File: src/rtl/nucleotide_pkg.sv
// nucleotide_pkg -- shared definitions for the nucleotide encoder.
// Holds the 2-bit symbol codes, the FIFO depth and the pointer/count widths.
// Button bit index equals the symbol code (A=0, C=1, G=2, T=3), so a one-hot
// press vector encodes directly to its code.
package nucleotide_pkg;

  typedef enum logic [1:0] {
    NUC_A = 2'b00,
    NUC_C = 2'b01,
    NUC_G = 2'b10,
    NUC_T = 2'b11
  } nuc_code_t;

  localparam int FIFO_DEPTH = 4;
  localparam int PTR_W      = 2;
  localparam int CNT_W      = 3;

  // One-hot button vector to code; only meaningful when exactly one bit is set.
  function automatic logic [1:0] onehot_to_code(input logic [3:0] oh);
    logic [1:0] code;
    code = NUC_A;
    if (oh[1]) code = NUC_C;
    if (oh[2]) code = NUC_G;
    if (oh[3]) code = NUC_T;
    return code;
  endfunction

endpackage

File: src/rtl/sync_edge.sv
// sync_edge -- 2-flop synchronizer followed by a previous-value register and
// a rising-edge detector for one button level.
// Ports:
//   i_w_clk     system clock
//   i_w_reset   async active-high reset; all flops reset to 1 so a button
//               held through reset release never looks like a new press
//   i_w_btn     asynchronous button level
//   o_w_level   synchronized level (second synchronizer flop)
//   o_w_event   one-cycle press event: level=1 while previous value=0
module sync_edge (
  input  logic i_w_clk,
  input  logic i_w_reset,
  input  logic i_w_btn,
  output logic o_w_level,
  output logic o_w_event
);

  logic sync1;
  logic sync2;
  logic prev;

  always_ff @(posedge i_w_clk or posedge i_w_reset) begin
    if (i_w_reset) begin
      sync1 <= 1'b1;
      sync2 <= 1'b1;
      prev  <= 1'b1;
    end else begin
      sync1 <= i_w_btn;
      sync2 <= sync1;
      prev  <= sync2;
    end
  end

  assign o_w_level = sync2;
  assign o_w_event = sync2 & ~prev;

endmodule

File: src/rtl/nucleotide_encoder.sv
// nucleotide_encoder -- turns four debounced button levels (A, C, G, T) into a
// stream of 2-bit nucleotide codes held in a 4-entry FIFO.
// Ports:
//   i_w_clk, i_w_reset    clock and async active-high reset
//   i_w_A/G/C/T           debounced button levels
//   i_w_ready             downstream accepts the head symbol this cycle
//   o_r_valid             FIFO non-empty
//   o_r_code              head symbol (00 when empty)
//   o_r_error             one-cycle pulse on an illegal press
//   o_r_overflow          sticky: a symbol was dropped on a full FIFO
//   o_r_count             FIFO occupancy 0..4
//
// Handshake: the head symbol is transferred on a rising clock edge where
// o_r_valid=1 and i_w_ready=1; o_r_code is stable while o_r_valid=1 and not
// popped, and ready with an empty FIFO has no effect.
module nucleotide_encoder
  import nucleotide_pkg::*;
(
  input  logic       i_w_clk,
  input  logic       i_w_reset,
  input  logic       i_w_A,
  input  logic       i_w_G,
  input  logic       i_w_C,
  input  logic       i_w_T,
  input  logic       i_w_ready,
  output logic       o_r_valid,
  output logic [1:0] o_r_code,
  output logic       o_r_error,
  output logic       o_r_overflow,
  output logic [2:0] o_r_count
);

  // Bit index == symbol code.
  logic [3:0] btn;
  logic [3:0] level;
  logic [3:0] evt;

  assign btn = {i_w_T, i_w_G, i_w_C, i_w_A};

  for (genvar i = 0; i < 4; i++) begin : g_btn
    sync_edge u_sync_edge (
      .i_w_clk   (i_w_clk),
      .i_w_reset (i_w_reset),
      .i_w_btn   (btn[i]),
      .o_w_level (level[i]),
      .o_w_event (evt[i])
    );
  end

  // Legal: exactly one event and no other button is held (the pressing
  // button's own level is necessarily 1, so level must equal evt).
  logic evt_onehot;
  logic press_legal;
  logic press_illegal;

  assign evt_onehot    = (evt != 4'b0000) && ((evt & (evt - 4'd1)) == 4'b0000);
  assign press_legal   = evt_onehot && (level == evt);
  assign press_illegal = (evt != 4'b0000) && !press_legal;

  // FIFO state
  logic [1:0]       mem [FIFO_DEPTH];
  logic [PTR_W-1:0] wr_ptr;
  logic [PTR_W-1:0] rd_ptr;
  logic [CNT_W-1:0] count;
  logic             error_q;
  logic             overflow_q;

  logic full;
  logic do_pop;
  logic do_push;
  logic drop;

  assign full    = (count == CNT_W'(FIFO_DEPTH));
  assign do_pop  = (count != '0) && i_w_ready;
  // A pop on the same edge frees a slot, so a full FIFO still accepts.
  assign do_push = press_legal && (!full || do_pop);
  assign drop    = press_legal && full && !do_pop;

  always_ff @(posedge i_w_clk or posedge i_w_reset) begin
    if (i_w_reset) begin
      wr_ptr     <= '0;
      rd_ptr     <= '0;
      count      <= '0;
      error_q    <= 1'b0;
      overflow_q <= 1'b0;
    end else begin
      error_q <= press_illegal;
      if (drop) overflow_q <= 1'b1;
      if (do_push) wr_ptr <= wr_ptr + PTR_W'(1);
      if (do_pop)  rd_ptr <= rd_ptr + PTR_W'(1);
      case ({do_push, do_pop})
        2'b10:   count <= count + CNT_W'(1);
        2'b01:   count <= count - CNT_W'(1);
        default: count <= count;
      endcase
    end
  end

  // Storage needs no reset: it is only observed through a non-zero count.
  always_ff @(posedge i_w_clk) begin
    if (do_push) mem[wr_ptr] <= onehot_to_code(evt);
  end

  assign o_r_valid    = (count != '0);
  assign o_r_code     = o_r_valid ? mem[rd_ptr] : NUC_A;
  assign o_r_error    = error_q;
  assign o_r_overflow = overflow_q;
  assign o_r_count    = count;

endmodule

File: config.mk
export PLATFORM = sky130hd
export DESIGN_NAME = nucleotide_encoder
export DESIGN_NICKNAME = d
export VERILOG_FILES = /design/src/rtl/nucleotide_pkg.sv /design/src/rtl/sync_edge.sv /design/src/rtl/nucleotide_encoder.sv
export SDC_FILE = /design/constraint.sdc
export NUM_CORES = 1
export LEC_CHECK = 0
export CAP_MARGIN = 20
export CELL_PAD_IN_SITES_DETAIL_PLACEMENT = 0
export CELL_PAD_IN_SITES_GLOBAL_PLACEMENT = 2
export CORE_MARGIN = 10
export CORE_UTILIZATION = 41
export DETAILED_ROUTE_END_ITERATION = 7
export GPL_TIMING_DRIVEN = 0
export PLACE_DENSITY = 0.9
export SLEW_MARGIN = 20
export SYNTH_ARGS = -nofsm -noshare
export SYNTH_HDL_FRONTEND = slang
export SYNTH_SLANG_ARGS = --single-unit
File: constraint.sdc
create_clock -name i_w_clk -period 6.35 [get_ports i_w_clk]
set_clock_uncertainty 0.15 [all_clocks]
set_input_delay 0.635 -clock i_w_clk [delete_from_list [all_inputs] [get_ports i_w_clk]]
set_output_delay 0.635 -clock i_w_clk [all_outputs]
set_load 0.02 [all_outputs]
==> impl_results.md <==
* Status: finished clean
* CTS sink cnt at 29
* Final setup TNS at 0 ps
* Crit. End Element: register
* FMAX at ~0.34 GHz
* Final hold vios at 0
* Area grow syn2layout at 20.3%
* Met2 Use GR at 0.119
* Cells after Synth at 83
* Total wire length at 1.91 mm
* Filler Cells Inserted at 238
* Met3 GRT Util at 0.0368
* First drt pass iteration count at 3
* Post-Syn Nets at 96
* Non-Filler Instances at around 140
* CTS Root Cell: clkbuf_4
* Yosys warns at 0
* Hpwl dp at 1.53 mm
* Crit path required time at roughly 6400 ps
* Minimum clock period at slightly below 3000 ps
* Longest Clk Path Bufs at 2
* # DRC at 0
* Worst-Margin Slew at approximately 750 ps
* Dpl cells at roughly 130
* Die width at around 75 um
* Critical R2R Launch: o_r_count[0]
* Core Rows at 19
* Grt met1 use at 0.0858
* Worst skew pair latency at 330 ps
* Most numerous cell in the Yosys netlist: dfstp_2
* RSZ-0062 raised after global routing: false
* Initial antenna violation count at 0
* Area of the multi-input gates at between 400 and 500 um2
* Routed wire per std cell at approximately 14 um
* CTS buffer count at 5
* Core ar. at about 2800 um2
* Synth Register Bits at 29
* First DRT Iteration DRCs at 9
* CTS tree: yes
* Nets at between 100 and 150
* Overall power at 591 uW
* Layout cells sized above 1 at 0.305
* Final-report max-slew violation count at 0
* Post-synth top area share at 0.257
* Routed Antenna Nets at 0
* Total GRT Usage at 0.0787
* I/O Pins at 15
* First-pass GRT wire length at between 3 and 4 mm
* Top FF cell, synth: dfstp_2
* FF/Latch Area at slightly below 800 um2
* Worst Setup SP: i_w_ready
* Htree depth at 2
* Leakage at approximately 0.63 nW
* Pwr/cell area at 401 nW/um2
* Setup crit end: o_r_count[2]
* Grt peak-use layer: met2
* Register area share after synthesis at 0.637
* Final setup violation count at 0
* Post-synth top cells: dfstp_2, dfrtp_1, inv_1
* RePlAce Congestion at between 0.7 and 0.8
* Slew headroom at 0.499
* Area leader, netlist: dfstp_2
* Overflow after GRT at 0
* Arrival time at the worst endpoint at 3070 ps
* Vias in the first global route at 701
* Clock transition at path regs at around 80 ps
* Post_cts resized at 0
* Die area at 5580 um2
* Final Cycle Share at 0.468
* Worst-case reg-to-reg path depth at 10
* Yosys cell types at 28
* Reg2Reg Capture Point: o_r_count[2]
* Starting Density at 0.437
* Setup CP Type: in -> reg
* Via Count at roughly 660
* Setup slack after layout at 3380 ps
* Hold Path Class: reg -> reg
* Vias per inst at between 4 and 5
* Die height at roughly 75 um
* Design area at between 1000 and 1500 um2
* R2r setup slk at ~3600 ps
* Pre-CTS WS at ~3000 ps
* Hold buffers post-CTS at 0
* Largest net degree at the start of global routing at 22
* CP Max Fanout at 7
* Max cap viols at 0
* PortBufs at 14
* Top cells by area, synth: dfstp_2, edfxtp_1, dfrtp_1
* Synthesized area at roughly 1200 um2
* Avg Cell Area, Syn at around 15 um2
* Diode count at 0
* Setup crit start kind: input pin
* Placed Area at 1410 um2
* Async SR Flop Fraction at 0.724
* Number of synthesized flops with an enable pin at 8
* Post-CTS setup buffers at 0
* Peak supply drop at about 0.18 mV
[power breakdown]
part	internal, mW	switching [mW]	total, mW
combinational	0.109	0.0954	0.204
sequential	0.230	0.0325	0.263
clock	0.0640	0.0605	0.125
[cell usage in the layout, fill, tap and decap left out, types with 2 or more instances in the layout]
master	n
and2_1	5
and2_2	2
clkbuf_4	5
clkbuf_8	2
clkdlybuf4s50_1	14
dfrtp_1	9
dfstp_2	12
edfxtp_1	8
ha_1	5
inv_1	9
mux4_2	2
nand2_1	2
nand2b_1	2
nor2_1	3
nor3b_1	2
o21ai_0	2
or2b_2	2
xnor2_1	3
xor2_1	3
[worst max-delay path, cell delays in order]
cell	delay [ps]
clkdlybuf4s50_1	410
or4b_4	510
and2_4	160
a21bo_4	240
inv_1	60
ha_1	190
inv_1	60
fa_1	370
xor2_1	150
nor2_1	110
xor2_1	180
[registers in the layout, indices dropped and copies added, names as in the netlist]
register                     count
rd_ptr                           2
mem                              8
o_r_error                        1
o_r_count                        3
o_r_overflow                     1
wr_ptr                           2
g_btn.u_sync_edge.o_w_level      4
g_btn.u_sync_edge.sync1          4
g_btn.u_sync_edge.prev           4
[layout make-up]
cell class | instances | share of cell area
clock buffer | 7 | 0.0441
clock inverter | 1 | 0.00339
inverter | 9 | 0.0229
multi-input combinational | 45 | 0.279
sequential | 29 | 0.529
tap | 31 | 0.0263
timing repair buffer | 14 | 0.0950
[routing by layer]
metal | routed length, um | vias up
met2 | 953 | 13
li1 | - | 321
met5 | 0 | -
met3 | 118 | 8
met4 | 61 | 0
met1 | 780 | 319
[through the flow]
step	hold WS [ps]	util
2_1_floorplan	195	-
3_3_place_gp	196	0.501
3_5_place_dp	197	0.501
4_1_cts	210	0.526
5_1_grt	214	0.526
6_report	208	0.526
[cell families (layout without fill, tap and decap cells)]
| family | count (synthesis) | count (layout) | share of synthesized area |
|---|---|---|---|
| fa+ha+maj | 6 | 6 | 0.0673 |
| compound gates | 8 | 8 | 0.0541 |
| simple gates | 21 | 21 | 0.114 |
| flops | 29 | 29 | 0.637 |
| mux | 4 | 4 | 0.0571 |
| buf+inv | 9 | 31 | 0.0275 |
| xor+xnor | 6 | 6 | 0.0429 |
[worst min path at each step]
stage | depth (start not counted) | endpoint | from | slack, ps
2_1_floorplan | 0 | g_btn[0].u_sync_edge.o_w_level | g_btn[0].u_sync_edge.sync1 | 200
3_3_place_gp | 0 | g_btn[1].u_sync_edge.o_w_level | g_btn[1].u_sync_edge.sync1 | 200
3_5_place_dp | 0 | g_btn[2].u_sync_edge.o_w_level | g_btn[2].u_sync_edge.sync1 | 200
4_1_cts | 0 | g_btn[2].u_sync_edge.o_w_level | g_btn[2].u_sync_edge.sync1 | 210
5_1_grt | 0 | g_btn[2].u_sync_edge.o_w_level | g_btn[2].u_sync_edge.sync1 | 210
6_report | 0 | g_btn[2].u_sync_edge.o_w_level | g_btn[2].u_sync_edge.sync1 | 210
Note: power is estimated with default switching activity, not from simulation.
==> patch, RTL diff (config.mk and constraints unchanged) <==
Put one more register stage on the output `o_r_error`, cleared by the reset. The value now appears one clock later. The other outputs are not delayed to match. Comments in the files are not updated.
--- a/src/rtl/nucleotide_encoder.sv
+++ b/src/rtl/nucleotide_encoder.sv
@@ -104,5 +104,11 @@
   assign o_r_valid    = (count != '0);
   assign o_r_code     = o_r_valid ? mem[rd_ptr] : NUC_A;
-  assign o_r_error    = error_q;
+  always_ff @(posedge i_w_clk or posedge i_w_reset) begin
+    if (i_w_reset) begin
+      o_r_error <= '0;
+    end else begin
+      o_r_error <= error_q;
+    end
+  end
   assign o_r_overflow = overflow_q;
   assign o_r_count    = count;
Behaviour: not the same (Yosys sat finds a counterexample within 10 cycles, from zero or initial values and one cycle with i_w_reset high).
==> patch against the unedited design <==
Global-route usage is 0.11 points lower. Maximum frequency rose by 1.2%. Cell area up 0.68%. Total power is 1.0% lower. Wire length fell by 0.89%. Sequential cell count rose by 1. Synthesized cell count grew 1.2%. Setup slack improved by 0.035 ns. Area after synthesis grew 1.6%. Largest cell class unchanged. Die area increased by 1.2%. Sequential power is 2% higher. Cell count is 0.74% higher.
==> patch: results <==
run_status:
  outcome: "complete, no violations"
synthesis:
  synth.area.top_cells: "dfstp_2 25%, dfrtp_1 20%, edfxtp_1 19%, ha_1 5.0%, mux4_2 3.6%"
  synth_edf_count: 8
  ys_seq_area_share_pct: 64.7
  synth.distinct_cells: 27
  synth_fp_nets: 97
  synth_common_cells: "12 x dfstp_2, 10 x dfrtp_1, 9 x inv_1"
  syn_avg_cell_area_um2: 14.8
  synth.yosys.warnings: 0
  async_reset_ff_share_pct: 73.3
timing:
  holdWs_ns: 0.209
  min_period_over_period_pct: 46.3
  slew_headroom_pct: 45.9
detailed_routing:
  drt_wl_total_um: 1900
  vias: 660
  drtPass1Iterations: 4
  drtIter0Drc: 35
  detail_route.wl_per_cell_um: 13.8
placed_design:
  dp_slack_ns: 3.09
  placed_cells: 129
  routabilityCongestion: 0.695
  hpwlAfterDp_um: 1450
  place_area_mm2: 0.00143
pwr:
  leakage_nw: 0.630
  ir_drop_v: 0.000209
grt:
  grt_pass1_vias: 697
  grt_pass1_wl_um: 3190
  grt_usage_pct: 7.76
  grt_max_degree: 23
setup_path:
  r2r_slack_ns: 3.64
  arrival_ns: 3.04
layout:
  final_nets: 118
  fill_cells: 240
  drive_above_1_share_pct: 27.4
clocking:
  clk-insertion-delay-late_ns: 0.33
-- patch: changes by cell type after synthesis, sizes merged --
cell / change
nand2b: +2
dfrtp: +1
or2b: -2
-- patch: worst paths after layout --
| path | start | to | depth (start not counted) |
|---|---|---|---|
| setup / recovery | i_w_ready | o_r_count[2] | 11 |
| hold / removal | g_btn[2].u_sync_edge.sync1 | g_btn[2].u_sync_edge.o_w_level | 0 |
| setup reg to reg | o_r_count[0] | o_r_count[2] | 10 |
| hold reg to reg | g_btn[2].u_sync_edge.sync1 | g_btn[2].u_sync_edge.o_w_level | 0 |
| max in group asynchronous | i_w_reset | rd_ptr[0] | 2 |
| min in group asynchronous | i_w_reset | wr_ptr[0] | 2 |
-- patch: critical path, stage by stage --
cell and delay (ns):
clkdlybuf4s50_1 0.42, or4b_4 0.52, and2_4 0.16, a21bo_4 0.24, inv_1 0.06, ha_1 0.17
inv_1 0.06, fa_1 0.37, xor2_1 0.15, nor2_1 0.11, xor2_1 0.16
-- patch: area by class of cell --
type,count,area (um^2),area share [%]
flip-flops and latches,30,806,54.3
multi-input cells,45,407,27.4
repair buffers,14,140,9.44
clock buffers,7,55.1,3.71
well taps,31,38.8,2.61
inverters,9,33.8,2.27
clock inverters,1,5.00,0.337
-- patch: power by group --
part	switching (mW)	internal (mW)
clock	0.0608	0.0535
combinational	0.0937	0.108
sequential	0.0320	0.237
total	0.186	0.399
-- patch: cells by family after synthesis --
group           synth area share (%)
buf+inv                         2.71
compound gates                  5.32
flops                           64.7
fa+ha+maj                       6.63
simple gates                    10.8
mux                             5.62
xor+xnor                        4.22
-- patch: metal layers --
metal,up-vias,share of wire (%),GRT usage (%)
met5,-,0,0
met4,0,3.1,5.57
met3,7,6.2,3.55
met2,18,47,11.3
met1,313,44,8.84
li1,322,-,-
